**config.mk**
```make
export PLATFORM = sky130hd
export DESIGN_NAME = draw_obstacle
export DESIGN_NICKNAME = d
export VERILOG_FILES = /design/src/rtl/game_pkg.sv /design/src/rtl/obstacle_mover.sv /design/src/rtl/draw_obstacle.sv
export SDC_FILE = /design/constraint.sdc
export NUM_CORES = 1
export LEC_CHECK = 0
export CAP_MARGIN = 20
export CORE_ASPECT_RATIO = 1.1
export CORE_MARGIN = 2
export CORE_UTILIZATION = 45
export DETAILED_ROUTE_END_ITERATION = 10
export PLACE_DENSITY = 0.8
export SYNTH_ARGS = -nofsm -noshare
export SYNTH_HDL_FRONTEND = slang
export SYNTH_SLANG_ARGS = --single-unit
export TNS_END_PERCENT = 5
```
**constraint.sdc**
```tcl
create_clock -name pclk -period 5.1 [get_ports pclk]
set_input_delay 1.53 -clock pclk [delete_from_list [all_inputs] [get_ports pclk]]
set_output_delay 1.53 -clock pclk [all_outputs]
set_load 0.02 [all_outputs]
```
**src/rtl/game_pkg.sv**
```systemverilog
// ---------------------------------------------------------------------------
// game_pkg
// Shared definitions for the game pixel pipeline:
//   - arena limits (inclusive) that the background draws and the obstacle
//     must stay inside, plus the border thickness of the arena frame
//   - colour constants used by the drawing stages
//   - obstacle state enum and per-axis motion record
//   - helper functions for span tests and bounce arithmetic
// ---------------------------------------------------------------------------
package game_pkg;

    // Arena limits, inclusive, in screen pixels
    localparam int LEFT_H_LINE   = 361;
    localparam int RIGHT_H_LINE  = 661;
    localparam int TOP_V_LINE    = 367;
    localparam int BOTTOM_V_LINE = 667;
    localparam int BORDER        = 4;

    // Colours (4:4:4 RGB)
    localparam logic [11:0] OBST_COLOR  = 12'hF00;
    localparam logic [11:0] HIT_COLOR   = 12'hFF0;
    localparam logic [11:0] BLANK_COLOR = 12'h000;

    typedef enum logic [1:0] {
        IDLE = 2'd0,
        RUN  = 2'd1,
        HIT  = 2'd2
    } obst_state_e;

    // One axis of obstacle motion: position of the leading (top/left) edge
    // and whether it is currently moving towards larger coordinates.
    typedef struct packed {
        logic [11:0] pos;
        logic        fwd;
    } axis_t;

    // True when v lies in [lo, lo+size-1]. Widened to 13 bits so that an
    // obstacle near the top of the 12-bit range cannot wrap.
    function automatic logic inSpan(input logic [11:0] v,
                                    input logic [11:0] lo,
                                    input int          size);
        logic [12:0] v13;
        logic [12:0] lo13;
        v13  = {1'b0, v};
        lo13 = {1'b0, lo};
        return (v13 >= lo13) && (v13 <= lo13 + 13'(size - 1));
    endfunction

    // Advance one axis by one frame's worth of motion, bouncing off the
    // inclusive limits lo/hi. On a bounce the obstacle is snapped flush to
    // the wall rather than overshooting, and the direction flips.
    function automatic axis_t bounceStep(input axis_t a,
                                         input int    lo,
                                         input int    hi,
                                         input int    size,
                                         input int    speed);
        axis_t       r;
        logic [12:0] p;
        r = a;
        p = {1'b0, a.pos};
        if (a.fwd) begin
            if (p + 13'(size - 1 + speed) > 13'(hi)) begin
                r.pos = 12'(hi - size + 1);
                r.fwd = 1'b0;
            end else begin
                r.pos = a.pos + 12'(speed);
            end
        end else begin
            if (p < 13'(lo + speed)) begin
                r.pos = 12'(lo);
                r.fwd = 1'b1;
            end else begin
                r.pos = a.pos - 12'(speed);
            end
        end
        return r;
    endfunction

endpackage

```
**src/rtl/obstacle_mover.sv**
```systemverilog
// ---------------------------------------------------------------------------
// obstacle_mover
// Holds the obstacle top-left position and direction, and applies the
// per-frame bounce motion on both axes independently.
// Ports:
//   pclk, rst   pixel clock, synchronous active-high reset
//   frame_tick  one-cycle pulse at the start of vertical blanking
//   run         move on this frame tick (FSM has qualified state/collision)
//   load        reload the start position, direction (+x,+y)
//   x, y        current obstacle top-left corner
// ---------------------------------------------------------------------------
module obstacle_mover
    import game_pkg::*;
#(
    parameter int MIN_X   = LEFT_H_LINE,
    parameter int MAX_X   = RIGHT_H_LINE,
    parameter int MIN_Y   = TOP_V_LINE,
    parameter int MAX_Y   = BOTTOM_V_LINE,
    parameter int SIZE    = 32,
    parameter int SPEED   = 2,
    parameter int START_X = 495,
    parameter int START_Y = 501
) (
    input  logic        pclk,
    input  logic        rst,
    input  logic        frame_tick,
    input  logic        run,
    input  logic        load,
    output logic [11:0] x,
    output logic [11:0] y
);

    localparam axis_t START_AX = '{pos: 12'(START_X), fwd: 1'b1};
    localparam axis_t START_AY = '{pos: 12'(START_Y), fwd: 1'b1};

    axis_t xAxis_q, xAxis_d;
    axis_t yAxis_q, yAxis_d;

    // Next position: a load wins over motion so entering RUN always starts
    // from the same spot; otherwise move only on a qualified frame tick.
    always_comb begin
        xAxis_d = xAxis_q;
        yAxis_d = yAxis_q;
        if (load) begin
            xAxis_d = START_AX;
            yAxis_d = START_AY;
        end else if (run && frame_tick) begin
            xAxis_d = bounceStep(xAxis_q, MIN_X, MAX_X, SIZE, SPEED);
            yAxis_d = bounceStep(yAxis_q, MIN_Y, MAX_Y, SIZE, SPEED);
        end
    end

    always_ff @(posedge pclk) begin
        if (rst) begin
            xAxis_q <= START_AX;
            yAxis_q <= START_AY;
        end else begin
            xAxis_q <= xAxis_d;
            yAxis_q <= yAxis_d;
        end
    end

    assign x = xAxis_q.pos;
    assign y = yAxis_q.pos;

endmodule

```
**src/rtl/draw_obstacle.sv**
```systemverilog
// ---------------------------------------------------------------------------
// draw_obstacle
// Pixel-pipeline stage that overlays a bouncing square obstacle on the
// background and reports when the mouse cursor lands inside it.
// Ports:
//   pclk, rst                 pixel clock, synchronous active-high reset
//   enable                    game running (level)
//   hcount_in, vcount_in      pixel position from the previous stage
//   hsync_in..vblnk_in        timing from the previous stage
//   rgb_in                    background colour
//   xpos, ypos                mouse cursor position (pclk domain)
//   hcount_out..vblnk_out     timing delayed by two pixel clocks
//   rgb_out                   composed colour aligned with the *_out timing
//   hit_out                   one-cycle pulse on entering HIT
// ---------------------------------------------------------------------------
module draw_obstacle
    import game_pkg::*;
#(
    parameter int          MIN_X      = LEFT_H_LINE,
    parameter int          MAX_X      = RIGHT_H_LINE,
    parameter int          MIN_Y      = TOP_V_LINE,
    parameter int          MAX_Y      = BOTTOM_V_LINE,
    parameter int          SIZE       = 32,
    parameter int          SPEED      = 2,
    parameter int          START_X    = 495,
    parameter int          START_Y    = 501,
    parameter logic [11:0] OBST_COL   = OBST_COLOR,
    parameter logic [11:0] HIT_COL    = HIT_COLOR,
    parameter int          HIT_FRAMES = 60
) (
    input  logic        pclk,
    input  logic        rst,
    input  logic        enable,
    input  logic [11:0] hcount_in,
    input  logic [11:0] vcount_in,
    input  logic        hsync_in,
    input  logic        vsync_in,
    input  logic        hblnk_in,
    input  logic        vblnk_in,
    input  logic [11:0] rgb_in,
    input  logic [11:0] xpos,
    input  logic [11:0] ypos,
    output logic [11:0] hcount_out,
    output logic [11:0] vcount_out,
    output logic        hsync_out,
    output logic        vsync_out,
    output logic        hblnk_out,
    output logic        vblnk_out,
    output logic [11:0] rgb_out,
    output logic        hit_out
);

    localparam int CNT_W = (HIT_FRAMES > 1) ? $clog2(HIT_FRAMES) : 1;

    obst_state_e      state_q, state_d;
    logic [CNT_W-1:0] hitCnt_q, hitCnt_d;
    logic             hitOut_q, hitOut_d;
    logic             vblnkPrev_q;
    logic             frameTick;
    logic             insideNow;
    logic             collision;
    logic             loadPos;
    logic             movePos;
    logic [11:0]      obstX, obstY;

    // Stage 1 and stage 2 pipeline registers
    logic [11:0] hcountS1_q, vcountS1_q, rgbS1_q;
    logic        hsyncS1_q, vsyncS1_q, hblnkS1_q, vblnkS1_q, insideS1_q;
    logic [11:0] hcountS2_q, vcountS2_q, rgbS2_q, rgbS2_d;
    logic        hsyncS2_q, vsyncS2_q, hblnkS2_q, vblnkS2_q;

    // Updates happen once per frame, at the start of vertical blanking, so
    // the obstacle never moves while it is being scanned out.
    assign frameTick = vblnk_in & ~vblnkPrev_q;
    assign insideNow = inSpan(hcount_in, obstX, SIZE) && inSpan(vcount_in, obstY, SIZE);
    assign collision = inSpan(xpos, obstX, SIZE) && inSpan(ypos, obstY, SIZE);

    obstacle_mover #(
        .MIN_X   (MIN_X),
        .MAX_X   (MAX_X),
        .MIN_Y   (MIN_Y),
        .MAX_Y   (MAX_Y),
        .SIZE    (SIZE),
        .SPEED   (SPEED),
        .START_X (START_X),
        .START_Y (START_Y)
    ) u_mover (
        .pclk       (pclk),
        .rst        (rst),
        .frame_tick (frameTick),
        .run        (movePos),
        .load       (loadPos),
        .x          (obstX),
        .y          (obstY)
    );

    // Game FSM. Dropping enable always returns to IDLE, which also cancels a
    // hit that coincides with that tick. A collision tick freezes the
    // obstacle, so it stays where the mouse caught it for the whole HIT.
    always_comb begin
        state_d  = state_q;
        hitCnt_d = hitCnt_q;
        hitOut_d = 1'b0;
        loadPos  = 1'b0;
        movePos  = 1'b0;
        if (!enable) begin
            state_d = IDLE;
        end else begin
            case (state_q)
                IDLE: begin
                    state_d = RUN;
                    loadPos = 1'b1;
                end
                RUN: begin
                    if (frameTick) begin
                        if (collision) begin
                            state_d  = HIT;
                            hitCnt_d = '0;
                            hitOut_d = 1'b1;
                        end else begin
                            movePos = 1'b1;
                        end
                    end
                end
                HIT: begin
                    if (frameTick) begin
                        if (hitCnt_q == CNT_W'(HIT_FRAMES - 1)) begin
                            state_d = IDLE;
                        end else begin
                            hitCnt_d = hitCnt_q + 1'b1;
                        end
                    end
                end
                default: state_d = IDLE;
            endcase
        end
    end

    always_ff @(posedge pclk) begin
        if (rst) begin
            state_q     <= IDLE;
            hitCnt_q    <= '0;
            hitOut_q    <= 1'b0;
            vblnkPrev_q <= 1'b0;
        end else begin
            state_q     <= state_d;
            hitCnt_q    <= hitCnt_d;
            hitOut_q    <= hitOut_d;
            vblnkPrev_q <= vblnk_in;
        end
    end

    // Stage-2 colour choice: blanking always forces black; the obstacle is
    // only painted outside IDLE, in a colour that tells RUN from HIT.
    always_comb begin
        rgbS2_d = rgbS1_q;
        if (hblnkS1_q || vblnkS1_q) begin
            rgbS2_d = BLANK_COLOR;
        end else if (insideS1_q) begin
            if (state_q == RUN) begin
                rgbS2_d = OBST_COL;
            end else if (state_q == HIT) begin
                rgbS2_d = HIT_COL;
            end
        end
    end

    // Two-stage pixel pipeline, running in every state so timing and colour
    // stay aligned regardless of what the game is doing.
    always_ff @(posedge pclk) begin
        if (rst) begin
            hcountS1_q <= '0;
            vcountS1_q <= '0;
            hsyncS1_q  <= 1'b0;
            vsyncS1_q  <= 1'b0;
            hblnkS1_q  <= 1'b0;
            vblnkS1_q  <= 1'b0;
            rgbS1_q    <= '0;
            insideS1_q <= 1'b0;
            hcountS2_q <= '0;
            vcountS2_q <= '0;
            hsyncS2_q  <= 1'b0;
            vsyncS2_q  <= 1'b0;
            hblnkS2_q  <= 1'b0;
            vblnkS2_q  <= 1'b0;
            rgbS2_q    <= '0;
        end else begin
            hcountS1_q <= hcount_in;
            vcountS1_q <= vcount_in;
            hsyncS1_q  <= hsync_in;
            vsyncS1_q  <= vsync_in;
            hblnkS1_q  <= hblnk_in;
            vblnkS1_q  <= vblnk_in;
            rgbS1_q    <= rgb_in;
            insideS1_q <= insideNow;
            hcountS2_q <= hcountS1_q;
            vcountS2_q <= vcountS1_q;
            hsyncS2_q  <= hsyncS1_q;
            vsyncS2_q  <= vsyncS1_q;
            hblnkS2_q  <= hblnkS1_q;
            vblnkS2_q  <= vblnkS1_q;
            rgbS2_q    <= rgbS2_d;
        end
    end

    assign hcount_out = hcountS2_q;
    assign vcount_out = vcountS2_q;
    assign hsync_out  = hsyncS2_q;
    assign vsync_out  = vsyncS2_q;
    assign hblnk_out  = hblnkS2_q;
    assign vblnk_out  = vblnkS2_q;
    assign rgb_out    = rgbS2_q;
    assign hit_out    = hitOut_q;

endmodule
```
# Word-level counts from Yosys, hierarchy flattened
# Cells that the tools add are included.
# word_totals
output_inout_bits,41
memories,0
latchBits,0
in_bits,67
mem_bits_rw,0
regBits,116
romBits,0
elab_cells,102
# op_classes
n_reduce_logical,16
n_bitwise,5
div,0
addsub,9
eq_ne,8
n_lt_le_gt_ge,12
n_shift,0
mux,30
multipliers,0
# ops
cell,n
12-bit 2-to-1 mux,7
12-bit by 13-bit less-or-equal comparator with 1-bit output,4
12-bit >= comparator,4
12-bit by 5-bit adder with 13-bit output (second input constant),2
12-bit by 6-bit adder with 13-bit output (second input constant),2
13-bit by 10-bit greater-than comparator with 1-bit output (second input constant),2
13-bit 2-to-1 mux,2
12-bit by 2-bit adder with 12-bit output (second input constant),2
12-bit by 9-bit < comparator with 1-bit output (second input constant),2
6-bit 2-to-1 mux,4
12-bit by 2-bit subtractor with 12-bit output (second input constant),2
6-bit one-hot mux with 2 select lines,1
1-bit 2-to-1 mux,11
2-bit 2-to-1 mux,4
1-bit logical AND,7
6-bit by 1-bit adder with 6-bit output (second input constant),1
6-bit equality test (second input constant),1
2-bit inequality test (second input constant),3
2-bit one-hot mux with 3 select lines,1
6-bit AND reduction,1
2-bit OR reduction,3
2-bit by 1-bit inequality test with 1-bit output (second input constant),2
1-bit inverter,4
4-bit AND reduction,1
other kinds (7),7

# Longest topological paths before layout
# depth
ltp_word,9
ltp_mapped,18
depth_no_buf,16

# By module
# A second synthesis with hierarchy kept.
# unflattened
cells_unflattened,960
area_unflattened_um2,8210.4
# by_module_without_submodules
mod,area_each_um2,instances,cells_each,seq_area_each_um2
draw_obstacle,5362.6,1,576,1801.7
obstacle_mover,2847.7,1,384,520.5

# Worst setup path after synthesis
# OpenSTA, ideal clock, no wires.
# synth_timing
kind,reg2reg
startpoint,"reg u_mover.xAxis_q, in the netlist u_mover.x[2]"
endpoint,"reg u_mover.yAxis_q, in the netlist u_mover.y[3]"
setup_ns,0.122
period_less_slack_ns,3.939
path_stages_with_launch,18
t_required_ns,4.978
path_slack_ns,1.161
arrival_ns,3.816
cell_sequence,dfxtp_1 > clkbuf_1 > inv_1 > ha_1 > nor4b_1 > nor4_2 > and3_1 > xnor2_1 > ha_1 > a21o_1 > o31ai_1 > nand2_1 > a221o_1 > a221o_1 > and2_4 > nor3_4 > nor3_1 > a311o_1
# synth_between
elab_chain_cells,9
word_cells_on_any_way,10
# synth_lines
item,line,rtl
from (decl),obstacle_mover.sv:36,"axis_t xAxis_q, xAxis_d;"
from (signal assigned),obstacle_mover.sv:58,xAxis_q <= xAxis_d;
12-bit by 5-bit adder with 13-bit output,game_pkg.sv:46,return (v13 >= lo13) && (v13 <= lo13 + 13'(size - 1));
12-bit by 13-bit less-or-equal comparator with 1-bit output,game_pkg.sv:46,
1-bit logical AND *,game_pkg.sv:46,
1-bit logical AND *,draw_obstacle.sv:76,"assign collision = inSpan(xpos, obstX, SIZE) && inSpan(ypos, obstY, SIZE);"
1-bit 2-to-1 mux *,draw_obstacle.sv:116,if (collision) begin
1-bit 2-to-1 mux *,draw_obstacle.sv:115,if (frameTick) begin
1-bit 2-to-1 mux *,draw_obstacle.sv:109,case (state_q)
1-bit 2-to-1 mux *,draw_obstacle.sv:106,if (!enable) begin
1-bit logical AND *,obstacle_mover.sv:47,end else if (run && frame_tick) begin
to (signal assigned),obstacle_mover.sv:59,yAxis_q <= yAxis_d;
to (decl),obstacle_mover.sv:37,"axis_t yAxis_q, yAxis_d;"
# Every way passes the cells marked *; elsewhere a longest branch is shown, timed or not.
# A chain may end at the register's enable or synchronous reset.

# Worst setup path after layout
# layout_timing
startpoint,"reg u_mover.xAxis_q, in the netlist u_mover.x[1]"
endpoint,"reg u_mover.yAxis_q, in the netlist u_mover.y[3]"
# Same word-level chain as after synthesis.

==> metrics.yaml <==
routing:
  first_pass_iters: 5
  wire_per_inst_um: 16.7
  vias: 7368
  remaining_drc_errors: 0
  post_drt_via_cell_ratio: 5.85
  ant_nets: 0
  drtIter0Drc: 783
  drt-total-wl_um: 21100
critical_path:
  critical-path-max-stage-delay_ns: 0.48
  arrival_ns: 4.73
  required_ns: 5.40
  rr_worst_depth: 17
  crit_family: "simple AND/OR/NAND/NOR gates"
  cp.depth: 17
  start_kind: "flip-flop"
  worstSetupPathType: "flip-flop to flip-flop"
  cp-end-kind: "flip-flop"
  path_max_fanout: 13
  slowest_stage: "dfxtp_1"
  worst-path-buf-inv: 2
  path_cells: "inv_1 -> ha_1 -> nor4b_1 -> buf_4 -> nor4_2 -> and3_1 -> xnor2_1 -> ha_1 -> a21o_1 -> o31ai_1 -> nand2_1 -> a221o_1 -> a221o_1 -> and2_4 -> nor3_4 -> nor3_1 -> a311o_1"
clock_network:
  root_buffer: "clkbuf_16"
  clock_latency_ns: 0.42
  cts_setup_buffers: 0
  cts_sinks: 116
  ctsResizeCount: 0
  cts_tree: "built"
  holdBufCountCts: 0
  clk_path_buf_depth: 2
  clk_pin_slew_ns: 0.05
  cts.htree.levels: 4
  cts_buffers: 17
sta:
  post-route-min-period_ns: 4.43
  worst_pin_slew_ns: 1.08
  relSlewSlack_pct: 26.7
  hold_viol_final: 0
  setup_viol: 0
  fmax_ghz: 0.226
  setup_tns_ns: 0
  post-route-period-util_pct: 86.9
  clock_skew_ns: 0.0101
  rsz0062_at_grt: "false"
  slew_viol_final: 0
placement:
  dpl.hpwl_um: 15600
  gp_congestion: 0.944
  port_buffers: 107
  place_area_um2: 9060
floorplanning:
  dieArea_um2: 18300
  core_um2: 17000
  die_x_um: 129
  start_util_pct: 45.8
  fp.dieH_um: 142
  fp-row-count: 50
  num_io_pins: 108
synth:
  synthAdderAreaFrac_pct: 16.4
  synth_edf_count: 0
  yosysSeqAreaShare_pct: 29.9
  syn_inst: 915
  synthesis.area_um2: 7770
  synthXorXnorAreaFrac_pct: 3.38
  synth_compound_area_share_pct: 21.0
  synthArstFlopShare_pct: 0
  synth.avg_cell_area_um2: 8.49
  synth_cell_types: 83
  synth_top_family_by_area: "simple AND/OR/NAND/NOR gates"
  yosys.area_share.simple_pct: 24.3
  synth_nets: 1080
  yosys_warnings: 0
  synth_mux_area_share_pct: 0.515
  synthFlopType: "dfxtp_1"
  synth_seq_cells: 116
grt:
  grt_max_degree: 78
  grt_pass1_vias: 6764
  grt_pass1_wl_um: 33300
  antenna_found_initial: 0
  grt_usage_pct: 22.6
  grt_overflow: 0
finish:
  final.fill_count: 1456
  num_antenna_cells: 0
  final_common_cell: "dfxtp_1"
  seq_area_um2: 2320
  drive_gt1_share_pct: 7.31
  multi_input_area_um2: 5100
  final_cell_mix: "116 x dfxtp_1, 106 x clkdlybuf4s50_1, 98 x ha_1"
  area_delta_synth_final_pct: 24.2
  fin_nets: 1178
  final_cell_area_um2: 9650
power:
  ir_worst_vdd_mv: 0.236
  p_leak_nw: 3.96
  powerDensity_nw_per_um2: 250
min_path:
  hp-class: "flip-flop to flip-flop"
  hold_depth: 1
job:
  max_cap_violations: 0
run_status:
  status: "completed"
[routing by layer]
metal / track usage, % / share of wire, % / vias up
li1: - / - / 3555
met1: 28.5 / 42 / 3397
met2: 37.4 / 47 / 361
met3: 4.98 / 7.8 / 55
met4: 9.32 / 2.8 / 0
met5: 0 / 0 / -
[where the power goes]
group / internal (W) / total [W] / switching (W)
Combinational: 0.000143 / 0.000285 / 0.000142
Sequential: 0.000937 / 0.000948 / 0.0000104
Clock: 0.000734 / 0.00118 / 0.000441
[path summary, 6_finish.rpt]
path	slack, ns	start	to
hold / removal	0.43	hcountS1_q[7]	hcount_out[7]
setup / recovery	0.67	u_mover.x[1]	u_mover.y[3]
hold reg to reg	0.43	hcountS1_q[7]	hcount_out[7]
setup reg to reg	0.67	u_mover.x[1]	u_mover.y[3]
[cell usage after synthesis (all sizes together) (10+ instances only)]
| cell | number | area, um^2 |
|---|---|---|
| or3 | 10 | 62.6 |
| clkbuf | 36 | 136 |
| nor3 | 21 | 116 |
| a211oi | 11 | 92.6 |
| nor2 | 61 | 229 |
| a31oi | 11 | 68.8 |
| xnor2 | 21 | 191 |
| nand4 | 20 | 125 |
| a21oi | 49 | 253 |
| inv | 37 | 139 |
| nand3 | 26 | 130 |
| nand2 | 64 | 243 |
| ha | 98 | 1230 |
| and3 | 15 | 93.8 |
| o21a | 12 | 90.1 |
| dfxtp | 116 | 2320 |
| o211ai | 12 | 90.1 |
| buf | 10 | 67.6 |
| nor2b | 82 | 513 |
| o21ai | 52 | 260 |
[sequential cells by signal, summed over array words and instances, names as in the netlist, 2 cells and up]
register / cells
rgb_out: 12
hcount_out: 12
vcountS1_q: 12
state_q: 2
hcountS1_q: 12
hitCnt_q: 6
vcount_out: 12
u_mover.y: 12
u_mover.x: 12
rgbS1_q: 12
[cells by family after synthesis]
| group | count (synthesis) |
|---|---|
| fa+ha+maj | 103 |
| simple gates | 345 |
| xor+xnor | 26 |
| mux | 4 |
| buf+inv | 84 |
| compound gates | 237 |
| flops | 116 |
[through the flow]
stage / power, W / utilization [%] / setup WS, ns / instances / hold WS [ns]
after floorplan: 0.00112 / - / 1.16 / 915 / 0.414
after detailed placement: 0.00125 / 53.4 / 0.483 / 1228 / 0.420
after global placement: 0.00124 / 53.4 / 0.530 / 1228 / 0.416
final: 0.00241 / 56.9 / 0.669 / 1260 / 0.433
after global routing: 0.00249 / 56.9 / 0.484 / 1260 / 0.453
after CTS: 0.00242 / 56.9 / 0.703 / 1260 / 0.434
[cell type report]
class / instances / share of cell area (%)
multi-input cells: 715 / 52.8
flip-flops and latches: 116 / 24.1
repair buffers: 125 / 12.4
clock buffers: 18 / 4.55
well taps: 234 / 3.03
clock inverters: 14 / 1.58
inverters: 38 / 1.48
Power figures use the tool's default switching activity.
